==> config.mk <==
export PLATFORM = sky130hd
export DESIGN_NAME = shifter_right_seq_flat
export DESIGN_NICKNAME = d
export VERILOG_FILES = /design/src/rtl/shifter_right_seq_if.sv /design/src/rtl/shifter_right_seq.sv /design/src/flat_wrapper.sv
export SDC_FILE = /design/constraint.sdc
export NUM_CORES = 1
export LEC_CHECK = 0
export ABC_AREA = 1
export CAP_MARGIN = 5
export CORE_MARGIN = 2
export CORE_UTILIZATION = 50
export CTS_CLUSTER_SIZE = 25
export DETAILED_ROUTE_END_ITERATION = 16
export PLACE_DENSITY = 0.91
export SLEW_MARGIN = 20
export SYNTH_ARGS = -nofsm -noshare
export SYNTH_HDL_FRONTEND = slang
export SYNTH_SLANG_ARGS = --single-unit
==> constraint.sdc <==
create_clock -name clk -period 3.8 [get_ports clk]
set_clock_uncertainty 0.2 [all_clocks]
set_input_delay 0.76 -clock clk [delete_from_list [all_inputs] [get_ports clk]]
set_output_delay 0.76 -clock clk [all_outputs]
set_load 0.05 [all_outputs]
==> src/rtl/shifter_right_seq_if.sv <==
// Handshake and data bundle for the sequential right shifter.
// master issues requests, slave is the shifter.
interface shifter_right_seq_if #(
  parameter int WIDTH = 32
) ();
  logic             start;
  logic [WIDTH-1:0] dataA;
  logic [31:0]      dataB;
  logic [5:0]       Signal;
  logic             busy;
  logic             done;
  logic [WIDTH-1:0] dataOut;

  modport master (
    output start, dataA, dataB, Signal,
    input  busy, done, dataOut
  );

  modport slave (
    input  start, dataA, dataB, Signal,
    output busy, done, dataOut
  );
endinterface

==> src/rtl/shifter_right_seq.sv <==
// Multi-cycle SRL/SRA shifter, one bit per clock.
// Start/busy/done handshake; result held until next completion.
module shifter_right_seq #(
  parameter int         WIDTH   = 32,
  parameter int         SHAMT_W = 5,
  parameter logic [5:0] SRL     = 6'b000010,
  parameter logic [5:0] SRA     = 6'b000011
) (
  input logic clk,
  input logic reset_n,
  shifter_right_seq_if.slave bus
);

  typedef enum logic {
    IDLE  = 1'b0,
    SHIFT = 1'b1
  } state_t;

  state_t             state;
  state_t             stateNext;
  logic [WIDTH-1:0]   shReg;
  logic [SHAMT_W-1:0] cnt;
  logic               fill;
  logic               doneQ;
  logic [WIDTH-1:0]   outQ;

  logic               load;
  logic               finish;
  logic [SHAMT_W-1:0] cntLoad;
  logic               fillLoad;
  logic               isSrl;
  logic               isSra;

  assign isSrl = (bus.Signal == SRL);
  assign isSra = (bus.Signal == SRA);

  // Capture values: unknown opcodes load a zero count (pass-through).
  always_comb begin
    cntLoad  = '0;
    fillLoad = 1'b0;
    unique case (1'b1)
      isSrl: begin
        cntLoad = bus.dataB[SHAMT_W-1:0];
      end
      isSra: begin
        cntLoad  = bus.dataB[SHAMT_W-1:0];
        fillLoad = bus.dataA[WIDTH-1];
      end
      default: begin
        cntLoad = '0;
      end
    endcase
  end

  // Next-state and control strobes.
  always_comb begin
    stateNext = state;
    load      = 1'b0;
    finish    = 1'b0;
    unique case (state)
      IDLE: begin
        if (bus.start) begin
          load      = 1'b1;
          stateNext = SHIFT;
        end
      end
      SHIFT: begin
        if (cnt == '0) begin
          finish    = 1'b1;
          stateNext = IDLE;
        end
      end
      default: stateNext = IDLE;
    endcase
  end

  // State register.
  always_ff @(posedge clk or negedge reset_n) begin
    if (!reset_n) begin
      state <= IDLE;
    end else begin
      state <= stateNext;
    end
  end

  // Shift datapath, completion pulse and held result.
  always_ff @(posedge clk or negedge reset_n) begin
    if (!reset_n) begin
      shReg <= '0;
      cnt   <= '0;
      fill  <= 1'b0;
      doneQ <= 1'b0;
      outQ  <= '0;
    end else begin
      doneQ <= finish;
      if (load) begin
        shReg <= bus.dataA;
        cnt   <= cntLoad;
        fill  <= fillLoad;
      end else if (state == SHIFT && cnt != '0) begin
        shReg <= {fill, shReg[WIDTH-1:1]};
        cnt   <= cnt - SHAMT_W'(1);
      end
      if (finish) begin
        outQ <= shReg;
      end
    end
  end

  assign bus.busy    = (state == SHIFT);
  assign bus.done    = doneQ;
  assign bus.dataOut = outQ;

endmodule

==> src/flat_wrapper.sv <==
// flat-port wrapper written by rule: the top's interface ports become plain ports
module shifter_right_seq_flat 
#(
  parameter int         WIDTH   = 32,
  parameter int         SHAMT_W = 5,
  parameter logic [5:0] SRL     = 6'b000010,
  parameter logic [5:0] SRA     = 6'b000011
)
  (clk, reset_n, bus_start, bus_dataA, bus_dataB, bus_Signal, bus_busy, bus_done, bus_dataOut);
  shifter_right_seq_if #(.WIDTH(WIDTH)) bus_i ();
  input logic clk;
  input logic reset_n;
  input wire logic [$bits(bus_i.start)-1:0] bus_start;
  input wire logic [$bits(bus_i.dataA)-1:0] bus_dataA;
  input wire logic [$bits(bus_i.dataB)-1:0] bus_dataB;
  input wire logic [$bits(bus_i.Signal)-1:0] bus_Signal;
  output wire logic [$bits(bus_i.busy)-1:0] bus_busy;
  output wire logic [$bits(bus_i.done)-1:0] bus_done;
  output wire logic [$bits(bus_i.dataOut)-1:0] bus_dataOut;
  assign bus_i.start = bus_start;
  assign bus_i.dataA = bus_dataA;
  assign bus_i.dataB = bus_dataB;
  assign bus_i.Signal = bus_Signal;
  assign bus_busy = bus_i.busy;
  assign bus_done = bus_i.done;
  assign bus_dataOut = bus_i.dataOut;
  shifter_right_seq #(.WIDTH(WIDTH), .SHAMT_W(SHAMT_W), .SRL(SRL), .SRA(SRA)) u_core (.clk(clk), .reset_n(reset_n), .bus(bus_i));
endmodule
# --- After elaboration in Yosys (flattened, before gate mapping) ---
# Index checks and enable logic that the tools add are counted.
# W data, S select, Z words.
op_classes:
  n_addsub: 1
  eq_ne: 2
  n_mux: 12
  bitwise_logic: 1
  reduce_logical: 5
ops:
  columns: ["op", "count"]
  rows:
  - ["$mux W32", 2]
  - ["$mux W5", 3]
  - ["$eq A6 B2 Y1 const B", 2]
  - ["$mux W1", 6]
  - ["$logic_not A5 Y1", 1]
  - ["$reduce_bool A5 Y1", 1]
  - ["$sub A5 B1 Y5 const B", 1]
  - ["$pmux W1 S2", 1]
  - ["$reduce_bool A2 Y1", 1]
  - ["$reduce_or A2 Y1", 1]
  - ["$logic_and A1 B1 Y1", 1]
  - ["$not A1 Y1", 1]
totals:
  ff_bits: 72
  inputBits: 73
  output_inout_bits: 34
  elab_cells: 27

# --- Longest topological paths before layout ---
# Gate-level depths: netlist of the first run.
depth:
  word_depth: 4
  ltp_mapped: 9
  depth_no_buf: 8

# --- Worst setup path after synthesis of the first run ---
# No wires, ideal clock.
synth_path:
  path_type: "reg2reg"
  from: "reg u_core.state (netlist: u_core.bus.busy)"
  to: "reg u_core.outQ[14] (netlist: u_core.bus.dataOut[14])"
  setup_ps: 122
  t_arrival_ps: 1537
  required_time_ps: 3478
  setup_slack_ps: 1940
  stages_incl_launch_ff: 8
  path_buffers: 2
  synth_period_minus_slack_ps: 1860
  path_cell_list: "dfrtp_1 > nand2_1 > nor2_4 > inv_2 > buf_6 > buf_2 > nand2_1 > o21ai_1"
synth_between:
  elab_chain_cells: 1
synth_rtl:
  columns: ["item", "line", "rtl"]
  rows:
  - ["from (decl)", "shifter_right_seq.sv:19", "state_t state;"]
  - ["from (signal assigned)", "shifter_right_seq.sv:82", "state <= stateNext;"]
  - ["$mux W1", "shifter_right_seq.sv:60", "unique case (state)"]
  - ["to (signal assigned)", "shifter_right_seq.sv:105", "outQ <= shReg;"]
  - ["to (decl)", "shifter_right_seq.sv:25", "logic [WIDTH-1:0] outQ;"]
# Every way passes these cells.
# A chain may end at the register's enable or synchronous reset.

# --- Worst setup path after layout of the first run ---
layout_path:
  from: "reg u_core.state (netlist: u_core.bus.busy)"
  to: "out bus_busy"
layout_rtl:
  columns: ["item", "line", "rtl"]
  rows:
  - ["to (decl)", "flat_wrapper.sv:17", "output wire logic [$bits(bus_i.busy)-1:0] bus_busy;"]
# No word-level cell between the ends.

==> metrics.txt, run 1 <==
Die W=85.39 um; initial antenna violation count=0; synth warn=0; cell family with the largest share of critical-path delay=buffers and inverters; Num CTS Buffers=9; Yosys reg bits=72; grt total ovfl=0; Critical-path top delay cell=clkdlybuf4s50_1; crit-path max cell delay=0.86 ns; Detail Route Antenna Nets=0; syn_nets=496; busiest grt layer=met2; Final Hold Viols=0; Avg Inst Size Synth=7.848 um2; Max Root-Sink Buffers=2; fraction of layout cells with a size suffix above 1=0.05411; top-count cell post-synth=nand2_1; Avg WL per Cell=12.42 um; Post-synth top flop=dfrtp_1; RSZ-0062 raised after global routing=false; Seq/Total Area, Yosys=0.5440; crit end category=primary output; required time of the critical path=2.84 ns; Post-route DRC=0; Synth Cell Area=0.003312 mm2; Synth Instances=422; top cell type's share of synthesized area=0.5440; Clock Latency Late Sink=0.34 ns; gr usage total=0.2144; setup violators final=0; VDD IR max=0.5114 mV; routed vias/inst=4.905; Setup CP Type=register to primary output; core area=0.006386 mm2; die area=0.007291 mm2; final WL=7.156 mm; design area=0.004290 mm2; placed cell area=0.004069 mm2; Synth top cells by count=220 x nand2_1, 72 x dfrtp_1, 36 x inv_1; post-synth cell types=20; cts hold-fix bufs=0; drt pass-1 iters=5; port bufs=79; Worst Setup Start Kind=register; min Tclk post-route=2.672 ns; n_diodes=0; max-cap viol count=0; Iter 0 DRT Violations=139; CTS tree=yes; final non-filler cell total=576; Final period util=0.7031; Vias=2825; Sum Neg Setup Slack=0 ns; top post-synthesis cells by area=dfrtp_1 54%, nand2_1 25%, inv_1 4.1%; htree depth=3; largest net degree at the start of global routing=73; Hold Path Class=register to register; Max-Slew Margin vs Limit=0.3791; Power Dens Cells=896.3 mW/mm2; fmax=0.3743 GHz; cells along the critical path=clkdlybuf4s50_1; Final Slew Violations=0; setup bufs post-CTS=0; first-pass GRT wire length=12.43 mm; met2 Track Usage GR=0.3842; maximum fanout along the worst path=5; EDFF count, synth=0; RePlAce Congestion=0.8245; Area Overhead vs Synth=29.54%; Synth area leader=dfrtp_1; cts repair resizes=0; grt met3 use=0.03794; root buf cell=clkbuf_8; fillers=507; Die H=85.39 um; Critical Path AT=1.71 ns; # IOs=107; Final nets=568; Starting Density=0.5186; vias in the first global route=2743; leakage=2.140 nW; Post-DP HPWL=4.736 mm; Rows=29; Placed Cells=560; Worst-Margin Slew=0.9293 ns; CTS clk-pin slew, worst paths=0.07 ns; Buf/Inv on CP=1; Async S/R FF share, synth=1.000; status=finished, final reports clean; GR Layer Usage met1=0.2583; Clock Sinks=72
-- layer usage --
metal | vias up | routed length [um]
met1 | 1297 | 3037
met3 | 8 | 451
met2 | 97 | 3612
li1 | 1423 | -
met4 | 0 | 55
met5 | - | 0
-- report_power, final --
group	internal [mW]	switching, mW
Combinational	0.614	1.29
Clock	0.387	0.278
Sequential	1.08	0.192
-- sequential cells by signal, indices dropped and copies added, names as in the netlist --
name                cells
u_core.bus.busy         1
u_core.cnt              5
u_core.bus.dataOut     32
u_core.fill             1
u_core.shReg           32
u_core.bus.done         1
-- logic make-up (layout without fill, tap and decap cells) --
kind of cell / count (synthesis) / after routing / synth area share
AND/OR/NAND/NOR: 238 / 238 / 0.2773
flip-flops: 72 / 72 / 0.5440
AO/OA/AOI/OAI: 52 / 52 / 0.08614
adder cells (fa/ha/maj): 1 / 1 / 0.003777
buffers and inverters: 59 / 136 / 0.08878
-- placed cells by master, fill, tap and decap left out, types with 2 or more instances in the layout --
master           count
buf_4                3
bufinv_16            2
clkbuf_8            10
clkdlybuf4s50_1     78
clkinvlp_4           2
dfrtp_1             72
inv_1               36
inv_2                3
nand2_1            220
nand3_1              3
nor2_1               9
nor2_4               2
o21ai_0             26
o21ai_1             23
or2_2                2
-- through the flow --
step	power, mW	worst slack (ns)	utilization	hold WS [ns]
CTS	3.873	1.120	0.6718	0.2770
global placement	3.120	1.144	0.6371	0.2525
global route	4.123	0.8802	0.6718	0.3029
finish	3.846	1.128	0.6718	0.2729
detailed placement	3.196	1.111	0.6371	0.2585
floorplan	2.693	1.940	-	0.2419
-- worst paths after layout --
kind / cells past startpoint / to / start / slack [ns]
min in group asynchronous: 1 / u_core.bus.dataOut[1] / reset_n / 0.33
worst min register to register: 2 / u_core.shReg[14] / u_core.shReg[14] / 0.27
worst min-delay path: 2 / u_core.shReg[14] / u_core.shReg[14] / 0.27
max in group asynchronous: 1 / u_core.bus.dataOut[28] / reset_n / 2.47
worst max-delay path: 1 / bus_busy / u_core.bus.busy / 1.13
worst max register to register: 8 / u_core.shReg[30] / u_core.cnt[0] / 1.15
-- area by class of cell --
type,instances,area (um2),area share
repair buffers,81,803.3,0.1872
flip-flops and latches,72,1802,0.4199
well taps,77,96.34,0.02246
clock inverters,5,80.08,0.01866
inverters,39,146.4,0.03412
clock buffers,11,141.4,0.03295
multi-input cells,291,1221,0.2846
-- worst min-delay path: cells and delay by family, from the launching register on --
family           cells  cell delay, ns
flip-flops           1            0.34
AND/OR/NAND/NOR      2            0.10
Note: power is estimated with default switching activity, not from simulation.
==> run 2, diff against run 1 <==
CORE_UTILIZATION = 46   (was 50)
PLACE_DENSITY = 0.85   (was 0.91)
clock period = 2.7 ns   (was 3.8 ns; I/O delays follow)
==> run 2 against run 1 <==
First-iteration DRC count fell by 19%. Sequential share of layout area fell by 0.061 points. Register-to-register slack got worse by 0.69 ns. Combinational power rose by 45%. Hold slack got worse by 0.15 ns. Final cell count rose by 3.8%. Flip-flop and latch count did not move. Worst setup slack got worse by 0.86 ns. Core utilization fell by 4.6 points. Global-route usage fell by 1.3 points. Via count fell by 1.3%. Critical path type unchanged.
==> metrics.txt, run 2 (synthesis gave the netlist of run 1 again) <==
status=finished, final reports clean; design area=0.004297 mm2 (+0.15%); Avg WL per Cell=11.98 um (-3.5%); cell family with the largest share of critical-path delay=buffers and inverters; first-pass GRT wire length=12.21 mm (-1.7%); Starting Density=0.4821 (-0.03646); hold_ws=0.1255 ns (-0.1473 ns); Critical Path AT=1.69 ns (-0.02 ns); Setup CP Type=register to primary output; Die H=88.85 um (+4.1%); Detail Route Antenna Nets=0 (unchanged); Die W=88.85 um (+4.1%); commonest non-fill, non-tap cells in the layout=220 x nand2_1, 78 x clkdlybuf4s50_1, 72 x dfrtp_1; gr usage total=0.2012 (-0.01319); Power Dens Cells=1226 mW/mm2 (+37%); Max-Slew Margin vs Limit=0.3936 (+0.01458); Hold Path Class=primary input to asynchronous set/reset pin; crit-path max cell delay=0.87 ns (about the same); fillers=601 (+19%); CTS clk-pin slew, worst paths=0.07 ns (about the same); Num CTS Buffers=9 (unchanged); Clock Sinks=72 (unchanged); routed vias/inst=4.662 (-4.9%); min Tclk post-route=2.435 ns; n_diodes=0 (unchanged); cells along the critical path=clkdlybuf4s50_1; final WL=7.167 mm (+0.15%); Worst Setup Start Kind=register; # IOs=107 (unchanged); Post-DP HPWL=4.956 mm (+4.7%); setup bufs post-CTS=0 (unchanged); setup violators final=0 (unchanged); Final period util=0.9017; RSZ-0062 raised after global routing=false; CTS tree=yes; die area=0.007894 mm2 (+8.3%); VDD IR max=0.7558 mV (+48%); Clock Latency Late Sink=0.33 ns (about the same); max-cap viol count=0 (unchanged); commonest non-fill, non-tap cell in the layout=nand2_1; vias in the first global route=2640 (-3.8%); placed cell area=0.004143 mm2 (+1.8%); Final Slew Violations=0 (unchanged); htree depth=3 (unchanged); cts repair resizes=0 (unchanged); Critical-path top delay cell=clkdlybuf4s50_1; Final nets=573 (+0.88%); Max Root-Sink Buffers=2 (unchanged); root buf cell=clkbuf_8; port bufs=79 (unchanged); Rows=30 (+3.4%); Post-route DRC=0 (unchanged); cts hold-fix bufs=0 (unchanged); fraction of layout cells with a size suffix above 1=0.05578 (+0.001669); Iter 0 DRT Violations=113 (-19%); fmax=0.4107 GHz; Final Util=0.6255 (-0.04633); initial antenna violation count=0 (unchanged); leakage=2.141 nW (about the same); RePlAce Congestion=0.8120 (-1.5%); largest net degree at the start of global routing=73 (unchanged); required time of the critical path=1.96 ns (-0.88 ns); grt total ovfl=0 (unchanged); Buf/Inv on CP=1 (unchanged); Final Hold Viols=0 (unchanged); maximum fanout along the worst path=5 (unchanged); Vias=2788 (-1.3%); Area Overhead vs Synth=29.73%; core area=0.006869 mm2 (+7.6%); drt pass-1 iters=4 (-1); Worst-Margin Slew=0.9095 ns (-0.01980 ns); Sum Neg Setup Slack=0 ns (unchanged); crit end category=primary output
## run 2: cell types whose count changed in the layout (fill, tap and decap cells not counted), sizes merged
| cell | change |
|---|---|
| bufinv | -2 |
| buf | +5 |
| clkbuf | +2 |
| clkinvlp | -2 |
## run 2: cell type report
type | count | area (um2) | area share
repair buffers | 86 | 853.3 | 0.1986
inverters | 39 | 146.4 | 0.03407
clock inverters | 1 | 5.005 | 0.001165
multi-input cells | 291 | 1221 | 0.2842
flip-flops and latches | 72 | 1802 | 0.4193
clock buffers | 13 | 148.9 | 0.03465
well taps | 96 | 120.1 | 0.02796
## run 2: worst paths after layout
kind,startpoint,endpoint,slack [ns],cells after the start
min in group clk,u_core.shReg[21],u_core.shReg[21],0.27,2
setup reg to reg,u_core.cnt[0],u_core.shReg[10],0.46,9
setup / recovery,u_core.bus.busy,bus_busy,0.27,1
hold / removal,reset_n,u_core.bus.done,0.13,1
hold reg to reg,u_core.shReg[21],u_core.shReg[21],0.27,2
max in group asynchronous,reset_n,u_core.shReg[8],1.57,1
## run 2: where the power goes
group / total [mW] / switching [mW] / internal [mW]
Sequential: 1.79 / 0.266 / 1.53
Combinational: 2.76 / 1.83 / 0.930
Clock: 0.711 / 0.363 / 0.349
Total: 5.27 / 2.46 / 2.81
## run 2: layer usage
layer | share of wire | routed length (um) | GRT usage
met5 | 0 | 0 | 0
met4 | 0.0074 | 53 | 0.04821
met3 | 0.049 | 352 | 0.06250
met2 | 0.50 | 3559 | 0.3290
met1 | 0.45 | 3201 | 0.2628
## run 2: stage by stage
stage / worst slack, ns / total power, mW / std cells
after CTS: 0.2432 / 5.316 / 598
after floorplan: 0.8403 / 3.790 / 422
after global routing: 0.2072 / 5.679 / 598
after detailed placement: 0.4300 / 4.591 / 584
after global placement: 0.4535 / 4.482 / 584
final: 0.2653 / 5.267 / 598
==> run 3, diff against run 2 <==
SLEW_MARGIN = not set   (was 20)
==> results of run 3 <==
No change in the layout: final DEF, timing and power equal those of run 2.
